### src/rtl/cmd_link_arbiter.sv
// Round-robin arbiter sharing one UART command link between NUM_REQ requesters.
// Each transaction sends a 16-bit command as two bytes (high first) and waits for one reply byte.
module cmd_link_arbiter #(
  parameter int unsigned NUM_REQ     = 4,
  parameter int unsigned TIMEOUT_CYC = 1048576
) (
  input  logic                   clk_i,
  input  logic                   rst_i,
  input  logic [NUM_REQ-1:0]     req_i,
  input  logic [16*NUM_REQ-1:0]  cmd_i,
  output logic [NUM_REQ-1:0]     gnt_o,
  output logic [NUM_REQ-1:0]     done_o,
  output logic [7:0]             resp_o,
  output logic                   resp_err_o,
  output logic                   trmt_o,
  output logic [7:0]             tx_data_o,
  input  logic                   tx_done_i,
  input  logic                   rx_rdy_i,
  input  logic [7:0]             rx_data_i,
  output logic                   clr_rdy_o
);

  localparam int unsigned PtrW   = (NUM_REQ > 1) ? $clog2(NUM_REQ) : 1;
  localparam int unsigned TimerW = $clog2(TIMEOUT_CYC);

  typedef enum logic [1:0] {
    StIdle     = 2'd0,
    StSendHigh = 2'd1,
    StSendLow  = 2'd2,
    StWaitResp = 2'd3
  } state_e;

  state_e              state_q, state_d;
  logic [NUM_REQ-1:0]  gnt_q, gnt_d;
  logic [NUM_REQ-1:0]  done_q, done_d;
  logic [7:0]          resp_q, resp_d;
  logic                resp_err_q, resp_err_d;
  logic                trmt_q, trmt_d;
  logic [7:0]          tx_data_q, tx_data_d;
  logic                clr_rdy_q, clr_rdy_d;
  logic [PtrW-1:0]     ptr_q, ptr_d;
  logic [PtrW-1:0]     idx_q, idx_d;
  logic [TimerW-1:0]   timer_q, timer_d;
  logic [15:0]         cmd_q, cmd_d;

  logic                sel_valid;
  logic [PtrW-1:0]     sel_idx;
  logic [PtrW-1:0]     ptr_next;
  logic                rx_valid;

  // rx_rdy is still high in the cycle clr_rdy is out; don't consume that byte twice.
  assign rx_valid = rx_rdy_i & ~clr_rdy_q;

  assign ptr_next = (idx_q == PtrW'(NUM_REQ - 1)) ? '0 : idx_q + 1'b1;

  // Scan from the highest offset down so the lowest offset from ptr wins.
  always_comb begin
    sel_valid = 1'b0;
    sel_idx   = '0;
    for (int i = int'(NUM_REQ) - 1; i >= 0; i--) begin
      int j;
      j = int'(ptr_q) + i;
      if (j >= int'(NUM_REQ)) begin
        j = j - int'(NUM_REQ);
      end
      if (req_i[j]) begin
        sel_valid = 1'b1;
        sel_idx   = PtrW'(j);
      end
    end
  end

  always_comb begin
    state_d    = state_q;
    gnt_d      = gnt_q;
    done_d     = '0;
    resp_d     = resp_q;
    resp_err_d = 1'b0;
    trmt_d     = 1'b0;
    tx_data_d  = tx_data_q;
    clr_rdy_d  = 1'b0;
    ptr_d      = ptr_q;
    idx_d      = idx_q;
    timer_d    = timer_q;
    cmd_d      = cmd_q;

    unique case (state_q)
      StIdle: begin
        gnt_d = '0;
        if (rx_valid) begin
          clr_rdy_d = 1'b1;
        end
        if (sel_valid) begin
          cmd_d     = cmd_i[16*sel_idx +: 16];
          idx_d     = sel_idx;
          gnt_d     = NUM_REQ'(1) << sel_idx;
          trmt_d    = 1'b1;
          tx_data_d = cmd_i[16*sel_idx+8 +: 8];
          state_d   = StSendHigh;
        end
      end

      StSendHigh: begin
        if (rx_valid) begin
          clr_rdy_d = 1'b1;
        end
        if (tx_done_i) begin
          trmt_d    = 1'b1;
          tx_data_d = cmd_q[7:0];
          state_d   = StSendLow;
        end
      end

      StSendLow: begin
        if (rx_valid) begin
          clr_rdy_d = 1'b1;
        end
        if (tx_done_i) begin
          timer_d = '0;
          state_d = StWaitResp;
        end
      end

      StWaitResp: begin
        timer_d = timer_q + 1'b1;
        if (rx_valid) begin
          resp_d    = rx_data_i;
          done_d    = gnt_q;
          clr_rdy_d = 1'b1;
          gnt_d     = '0;
          ptr_d     = ptr_next;
          state_d   = StIdle;
        end else if (timer_q == TimerW'(TIMEOUT_CYC - 1)) begin
          done_d     = gnt_q;
          resp_err_d = 1'b1;
          gnt_d      = '0;
          ptr_d      = ptr_next;
          state_d    = StIdle;
        end
      end

      default: begin
        gnt_d   = '0;
        state_d = StIdle;
      end
    endcase

    // A corrupted grant vector mid-transaction abandons it without a completion.
    if (state_q != StIdle && !$onehot(gnt_q)) begin
      state_d    = StIdle;
      gnt_d      = '0;
      done_d     = '0;
      resp_err_d = 1'b0;
      trmt_d     = 1'b0;
    end
  end

  always_ff @(posedge clk_i or posedge rst_i) begin
    if (rst_i) begin
      state_q    <= StIdle;
      gnt_q      <= '0;
      done_q     <= '0;
      resp_q     <= 8'h00;
      resp_err_q <= 1'b0;
      trmt_q     <= 1'b0;
      tx_data_q  <= 8'h00;
      clr_rdy_q  <= 1'b0;
      ptr_q      <= '0;
      idx_q      <= '0;
      timer_q    <= '0;
      cmd_q      <= 16'h0000;
    end else begin
      state_q    <= state_d;
      gnt_q      <= gnt_d;
      done_q     <= done_d;
      resp_q     <= resp_d;
      resp_err_q <= resp_err_d;
      trmt_q     <= trmt_d;
      tx_data_q  <= tx_data_d;
      clr_rdy_q  <= clr_rdy_d;
      ptr_q      <= ptr_d;
      idx_q      <= idx_d;
      timer_q    <= timer_d;
      cmd_q      <= cmd_d;
    end
  end

  assign gnt_o      = gnt_q;
  assign done_o     = done_q;
  assign resp_o     = resp_q;
  assign resp_err_o = resp_err_q;
  assign trmt_o     = trmt_q;
  assign tx_data_o  = tx_data_q;
  assign clr_rdy_o  = clr_rdy_q;

endmodule

### config.mk
export PLATFORM = sky130hd
export DESIGN_NAME = cmd_link_arbiter
export DESIGN_NICKNAME = d
export VERILOG_FILES = /design/src/rtl/cmd_link_arbiter.sv
export SDC_FILE = /design/constraint.sdc
export NUM_CORES = 1
export LEC_CHECK = 0
export ABC_AREA = 1
export ABC_CLOCK_PERIOD_IN_PS = 2490
export CORE_MARGIN = 4
export CORE_UTILIZATION = 44
export CTS_CLUSTER_SIZE = 30
export DETAILED_ROUTE_END_ITERATION = 8
export PLACE_DENSITY = 0.78
export SYNTH_ARGS = -nofsm -noshare
export SYNTH_HDL_FRONTEND = slang
export SYNTH_SLANG_ARGS = --single-unit
### constraint.sdc
create_clock -name clk_i -period 2.49 [get_ports clk_i]
set_input_delay 0.249 -clock clk_i [delete_from_list [all_inputs] [get_ports clk_i]]
set_output_delay 0.249 -clock clk_i [all_outputs]
set_load 0.01 [all_outputs]
## Word level (Yosys, flattened, before mapping)

Index checks and enable logic that the tools add are counted.

| word-level totals | value |
|---|---|
| register bits | 61 |
| bits in latches | 0 |
| memory bits (writable) | 0 |
| bits in read-only memories | 0 |
| logic and storage cells | 125 |
| memories | 0 |

| operators by class | value |
|---|---|
| add/sub/neg operators | 13 |
| multipliers | 0 |
| div/mod/pow operators | 0 |
| magnitude comparators | 8 |
| equality and inequality tests | 13 |
| shift-type cells | 3 |
| mux-type cells | 58 |
| bitwise logic cells | 2 |
| reductions and logical operators | 16 |

Operators by type and width:

| operator | number |
|---|---|
| $lt A32 B4 Y1 const B | 4 |
| $mux W32 | 4 |
| $shiftx A64 B7 Y8 | 1 |
| $shiftx A64 B8 Y8 | 1 |
| $pmux W20 S2 | 1 |
| $mux W4 | 8 |
| $mux W2 | 13 |
| $mux W1 | 21 |
| $add A20 B1 Y20 const B | 1 |
| $eq A20 B20 Y1 const B | 1 |
| $mux W20 | 1 |
| $mux W8 | 2 |
| $pmux W8 S2 | 1 |
| $sub A3 B3 Y4 const B | 3 |
| $reduce_and A2 Y1 | 5 |
| $ge A3 B3 Y1 const B | 3 |
| $ne A3 B3 Y1 const B | 3 |
| $bmux W1 S2 | 4 |
| $pmux W2 S4 | 1 |
| $pmux W4 S2 | 1 |
| $reduce_bool A2 Y1 | 4 |
| $add A6 B4 Y7 const B | 1 |
| $add A2 B2 Y3 const B | 2 |
| $eq A2 B2 Y1 const B | 3 |
| 21 further kinds | 24 |

## Logic depth before layout (Yosys ltp)

| logic depth | value |
|---|---|
| word-level depth | 14 |
| depth in mapped cells | 18 |
| gate-level depth less buffers | 16 |

## Least setup slack after synthesis

No wires, ideal clock.

| path | value |
|---|---|
| path kind | register to register |
| start point | register gnt_q[0], in the netlist gnt_o[0] |
| end point | register gnt_q[0], in the netlist gnt_o[0] |
| library setup time | 117 ps |
| arrival | 2524 ps |
| path slack | -151 ps |
| cell stages (with the launch flop) | 16 |
| cell sequence | dfrtp_1 > inv_1 > fa_1 > inv_1 > ha_1 > ha_1 > nor3_1 > inv_1 > nand2_1 > inv_1 > nor2_1 > nand2_1 > o31ai_1 > nor2_1 > nand3_1 > nand2_1 |

| on the way | value |
|---|---|
| longest elaborated chain between the ends | 7 |
| elaborated cells between the ends (all ways) | 9 |

Ends and longest elaborated chain:

| element | line | RTL |
|---|---|---|
| start, declared | 34 | `logic [NUM_REQ-1:0] gnt_q, gnt_d;` |
| start signal, assigned | 174 | `gnt_q <= gnt_d;` |
| $add A1 B1 Y2 (implied by the code) (*) | 149 | `if (state_q != StIdle && !$onehot(gnt_q)) begin` |
| $add A2 B2 Y3 (implied by the code) (*) | 149 |  |
| $eq A3 B1 Y1 (*) | 149 |  |
| $logic_not A1 Y1 (*) | 149 |  |
| $logic_and A1 B1 Y1 (*) | 149 |  |
| $ne A4 B4 Y1 (no source line) or $reduce_bool A3 Y1 (tied branches) | - |  |
| $reduce_and A2 Y1 (no source line) | - |  |

Every way passes the cells marked *; elsewhere a longest branch is shown, timed or not.
A chain may end at the register's enable or synchronous reset.

## Worst setup path after layout

| path | value |
|---|---|
| start point | register gnt_q[0], in the netlist gnt_o[0] |
| end point | register state_q[0] |

| on the way | value |
|---|---|
| longest elaborated chain between the ends | 7 |
| elaborated cells between the ends (all ways) | 11 |

Ends and longest elaborated chain:

| element | line | RTL |
|---|---|---|
| $add A1 B1 Y2 (implied by the code) (*) | 149 |  |
| $add A2 B2 Y3 (implied by the code) (*) | 149 |  |
| $eq A3 B1 Y1 (*) | 149 |  |
| $logic_not A1 Y1 (*) | 149 |  |
| $logic_and A1 B1 Y1 (*) | 149 |  |
| $ne A4 B4 Y1 (no source line) or $ne A3 B3 Y1 (tied branches) | - |  |
| $reduce_and A4 Y1 (no source line) | - |  |
| end signal, assigned | 160 | `state_q <= StIdle;` |
| end signal, assigned | 173 | `state_q <= state_d;` |
| end, declared | 33 | `state_e state_q, state_d;` |

Marks and branches as above.

==> implementation parameters <==
Parameter                              Value

Worst setup path
  CP delay by family, top    adder cells
  Type of origin of the critical path    flop
  Required time of the critical path    ~2.7 ns
  Cell with the biggest individual delay on the critical path    sky130_fd_sc_hd__fa_1
  Crit-path most repeated cell    sky130_fd_sc_hd__buf_4
  Data arrival, critical path    between 2 and 3 ns
  Critical path buffer and inverter count    8
  Largest stage delay on the critical path    between 0.5 and 0.6 ns
  Highest fanout seen on the critical path    2
  Endpoint class of the critical path    flop
  Ordered cell list for the critical path    inv_2 -> fa_1 -> inv_1 -> ha_2 -> ha_4 -> nor3_4 -> buf_4 -> buf_4 -> buf_4 -> buf_4 -> buf_4 -> buf_4 -> a21oi_2 -> o21ai_1
  Class of the most critical setup path    reg -> reg

Layout
  Diode count    0
  Layout cell share with drive strength beyond 1    0.151
  Area of the multi-input gates    0.00205 mm^2
  Area occupied by registers    0.00153 mm^2
  Filler Cell Count    710
  Signed area change from the synthesized netlist to the final layout    42.1%
  Number of nets in the final layout    748
  Post-Layout Inst Area    around 0.0054 mm^2

Logic synthesis
  Number of different library cells in the post-synthesis netlist    37
  Largest area contributor in the synthesized netlist    sky130_fd_sc_hd__dfrtp_1
  Synthesis-stage register bit count    61
  Main combinational cell family by area after synthesis    simple AND/OR/NAND/NOR gates
  Adder-cell share of the synthesized area    0.0318
  Simple-Gate Fraction of Synth Area    0.400
  Synthesized netlist cell count    between 500 and 600
  Area fraction of the dominant cell type after synthesis    0.404
  Library cell with the highest instance count after synthesis    sky130_fd_sc_hd__nand2_1
  Share of synthesized flip-flops with an asynchronous set or reset    1.00
  Sequential area share after synthesis    0.404
  Synthesized netlist net count    between 600 and 700
  Top flip-flop cell by instance count after synthesis    sky130_fd_sc_hd__dfrtp_1
  Count of flip-flops with a built-in enable after synthesis    0
  Post-synth top cells    sky130_fd_sc_hd__nand2_1 (228), sky130_fd_sc_hd__dfrtp_1 (61), sky130_fd_sc_hd__nand3_1 (44)
  Total standard cell area after synthesis    roughly 0.0038 mm^2
  Dominant cells by area after synthesis    sky130_fd_sc_hd__dfrtp_1 (40%), sky130_fd_sc_hd__nand2_1 (23%), sky130_fd_sc_hd__nand3_1 (5.8%)
  Multiplexer area fraction after synthesis    0.0239
  Parity-gate share of the synthesized area counting xor and xnor cells    0
  Syn avg cell area    7.11 um^2
  YS warnings    0
  Fraction of the mapped netlist area in compound gates    0.0596

Timing
  Clock Skew    about 0.0099 ns
  Final period util    1.04
  Final number of hold-violating endpoints    0
  RSZ-0062 raised after global routing    yes
  Final setup violation count    5
  Headroom to the max-slew limit    0.650
  Pin slew with the least headroom to its limit    between 0.5 and 0.6 ns
  Shortest clock period the worst path allows after layout    roughly 2.6 ns
  Slew Limit Fails    0
  Highest clock rate    a little under 400 MHz
  Hold slack final    roughly 0.26 ns
  Worst-case setup margin in the final layout    -0.102 ns

Die
  Initial core utilization    0.455
  Die Span Y    between 100 and 150 um
  Die Outline Area    0.0101 mm^2
  Num rows    33
  Area of the core region    ~0.0083 mm^2
  Ports    between 100 and 150
  Die X-Extent    between 100 and 150 um

Routing
  Total DRC errors in the routed layout    0
  Via density per instance    4.92
  Antenna-violating nets left    0
  Final wirelength    9900 um
  Number of DRC markers after the initial detailed-route iteration    137
  TritonRoute pass-1 iters    4
  Routed length per placed instance    about 13 um
  Total number of vias    around 3800

CTS
  TritonCTS Sinks    61
  Number of levels in the clock H-tree    3
  Maximum root-to-sink buffer count    2
  Clock buffer count from CTS    9
  Post-cts hold buffer count    0
  Clock root cell    sky130_fd_sc_hd__clkbuf_8
  Register clock-pin slew on the reported worst setup and hold paths    ~0.070 ns
  TritonCTS clock tree    yes
  Clk Latency, worst-skew pair    0.35 ns

Global routing
  Antenna violations before repair    0
  Global-route wire length before repair    around 17000 um
  Overflow left after global routing    0
  Number of global-route vias before repair    3854
  Total track usage    0.201
  Maximum number of pins on one net before global-route repair    39

Pwr
  Leakage power of the design    approximately 0.0026 uW
  Power per cell area    roughly 1200 mW/mm^2
  Max IR drop VDD    just under 0.001 V

Place
  Half-perimeter wire length after detailed placement    about 7300 um
  Area after DPL    approximately 0.0050 mm^2
  Global placer's final weighted congestion    between 0.8 and 0.9
  Quantity of I/O buffers inserted on ports    between 100 and 150

Outcome
  Violations in the final reports    negative setup slack
  Outcome    finished with violations

Job
  Total of max-cap violations    0

Worst hold path
  Path class of the lowest-slack min-delay path    in -> async
stage by stage:
step                std cells   util  total power, uW  setup slack (ns)  TNS [ns]
floorplan                 531      -             4460            0.0277         0
CTS                       764  0.635             6490            0.0243         0
global placement          737  0.598             5270            0.0628         0
detailed placement        737  0.598             5360           -0.0476    -0.153
finish                    769  0.647             6690            -0.102    -0.250
global route              769  0.647             7340            -0.229     -1.09
flip-flops by register name, indices dropped and copies added, names as in the netlist, 2 cells and up:
register,cells
tx_data_o,8
timer_q,20
idx_q,2
ptr_q,2
gnt_o,4
done_o,4
state_q,2
cmd_q,8
resp_o,8
cell usage in the layout, fill, tap and decap left out, types with 2 or more instances in the layout:
master,n
sky130_fd_sc_hd__o21ai_1,2
sky130_fd_sc_hd__mux2_2,8
sky130_fd_sc_hd__nand2_4,4
sky130_fd_sc_hd__nand3_1,40
sky130_fd_sc_hd__inv_2,11
sky130_fd_sc_hd__nand3_2,5
sky130_fd_sc_hd__inv_4,2
sky130_fd_sc_hd__o21ai_0,13
sky130_fd_sc_hd__nor2_4,3
sky130_fd_sc_hd__a21oi_1,13
sky130_fd_sc_hd__clkbuf_8,9
sky130_fd_sc_hd__clkinv_4,3
sky130_fd_sc_hd__nand2_1,222
sky130_fd_sc_hd__nor3_1,18
sky130_fd_sc_hd__o21ai_2,3
sky130_fd_sc_hd__inv_1,36
sky130_fd_sc_hd__dfrtp_1,61
sky130_fd_sc_hd__nand3_4,2
sky130_fd_sc_hd__clkinv_2,2
sky130_fd_sc_hd__buf_4,21
sky130_fd_sc_hd__buf_6,2
sky130_fd_sc_hd__clkdlybuf4s50_1,106
sky130_fd_sc_hd__nand2_2,12
sky130_fd_sc_hd__nor2_1,40
sky130_fd_sc_hd__ha_1,6
cell type report:
class | count | share of cell area
Clock buffer | 9 | 0.0231
Clock inverter | 7 | 0.0140
Inverter | 50 | 0.0373
Multi-Input combinational cell | 407 | 0.382
Sequential cell | 61 | 0.284
Tap cell | 105 | 0.0245
Timing Repair Buffer | 130 | 0.235
repair_timing:
item / 4_1_cts / 5_1_grt
endpoints found under the setup margin: 6 / 11
hold endpoints to repair: 0 / 0
gates resized for setup: 9 / 14
setup buffers: 11 / 5
pin swaps: 8 / 9
power breakdown:
part	switching, uW	internal [uW]	total, uW
registers	220	1320	1540
logic	2570	1700	4270
clock network	420	466	886
layer usage:
metal  wire (um)  track usage
met1        4130        0.236
met2        5110        0.367
met3         479       0.0374
met4         184       0.0674
met5           0            0
final timing paths:
| kind | from | to | slack [ns] | cells past startpoint |
|---|---|---|---|---|
| max reg2reg | gnt_o[0]$_DFFE_PP0P_ | state_q[0]$_DFFE_PP0P_ | -0.10 | 14 |
| min | rst_i | resp_o[2]$_DFFE_PP0P_ | 0.26 | 2 |
| min reg2reg | tx_data_o[3]$_DFFE_PP0P_ | tx_data_o[3]$_DFFE_PP0P_ | 0.48 | 2 |
| max | gnt_o[0]$_DFFE_PP0P_ | state_q[0]$_DFFE_PP0P_ | -0.10 | 14 |
| min in group clk_i | tx_data_o[3]$_DFFE_PP0P_ | tx_data_o[3]$_DFFE_PP0P_ | 0.48 | 2 |
| max in group asynchronous | rst_i | gnt_o[2]$_DFFE_PP0P_ | 1.65 | 3 |
kinds of logic after synthesis:
kind of cell / Yosys count
DFF: 61
buffers and inverters: 63
adders and majority gates: 9
muxes: 8
and+or+nand+nor: 351
AOI/OAI and AO/OA: 39
Note: power is estimated with default switching activity, not from simulation.
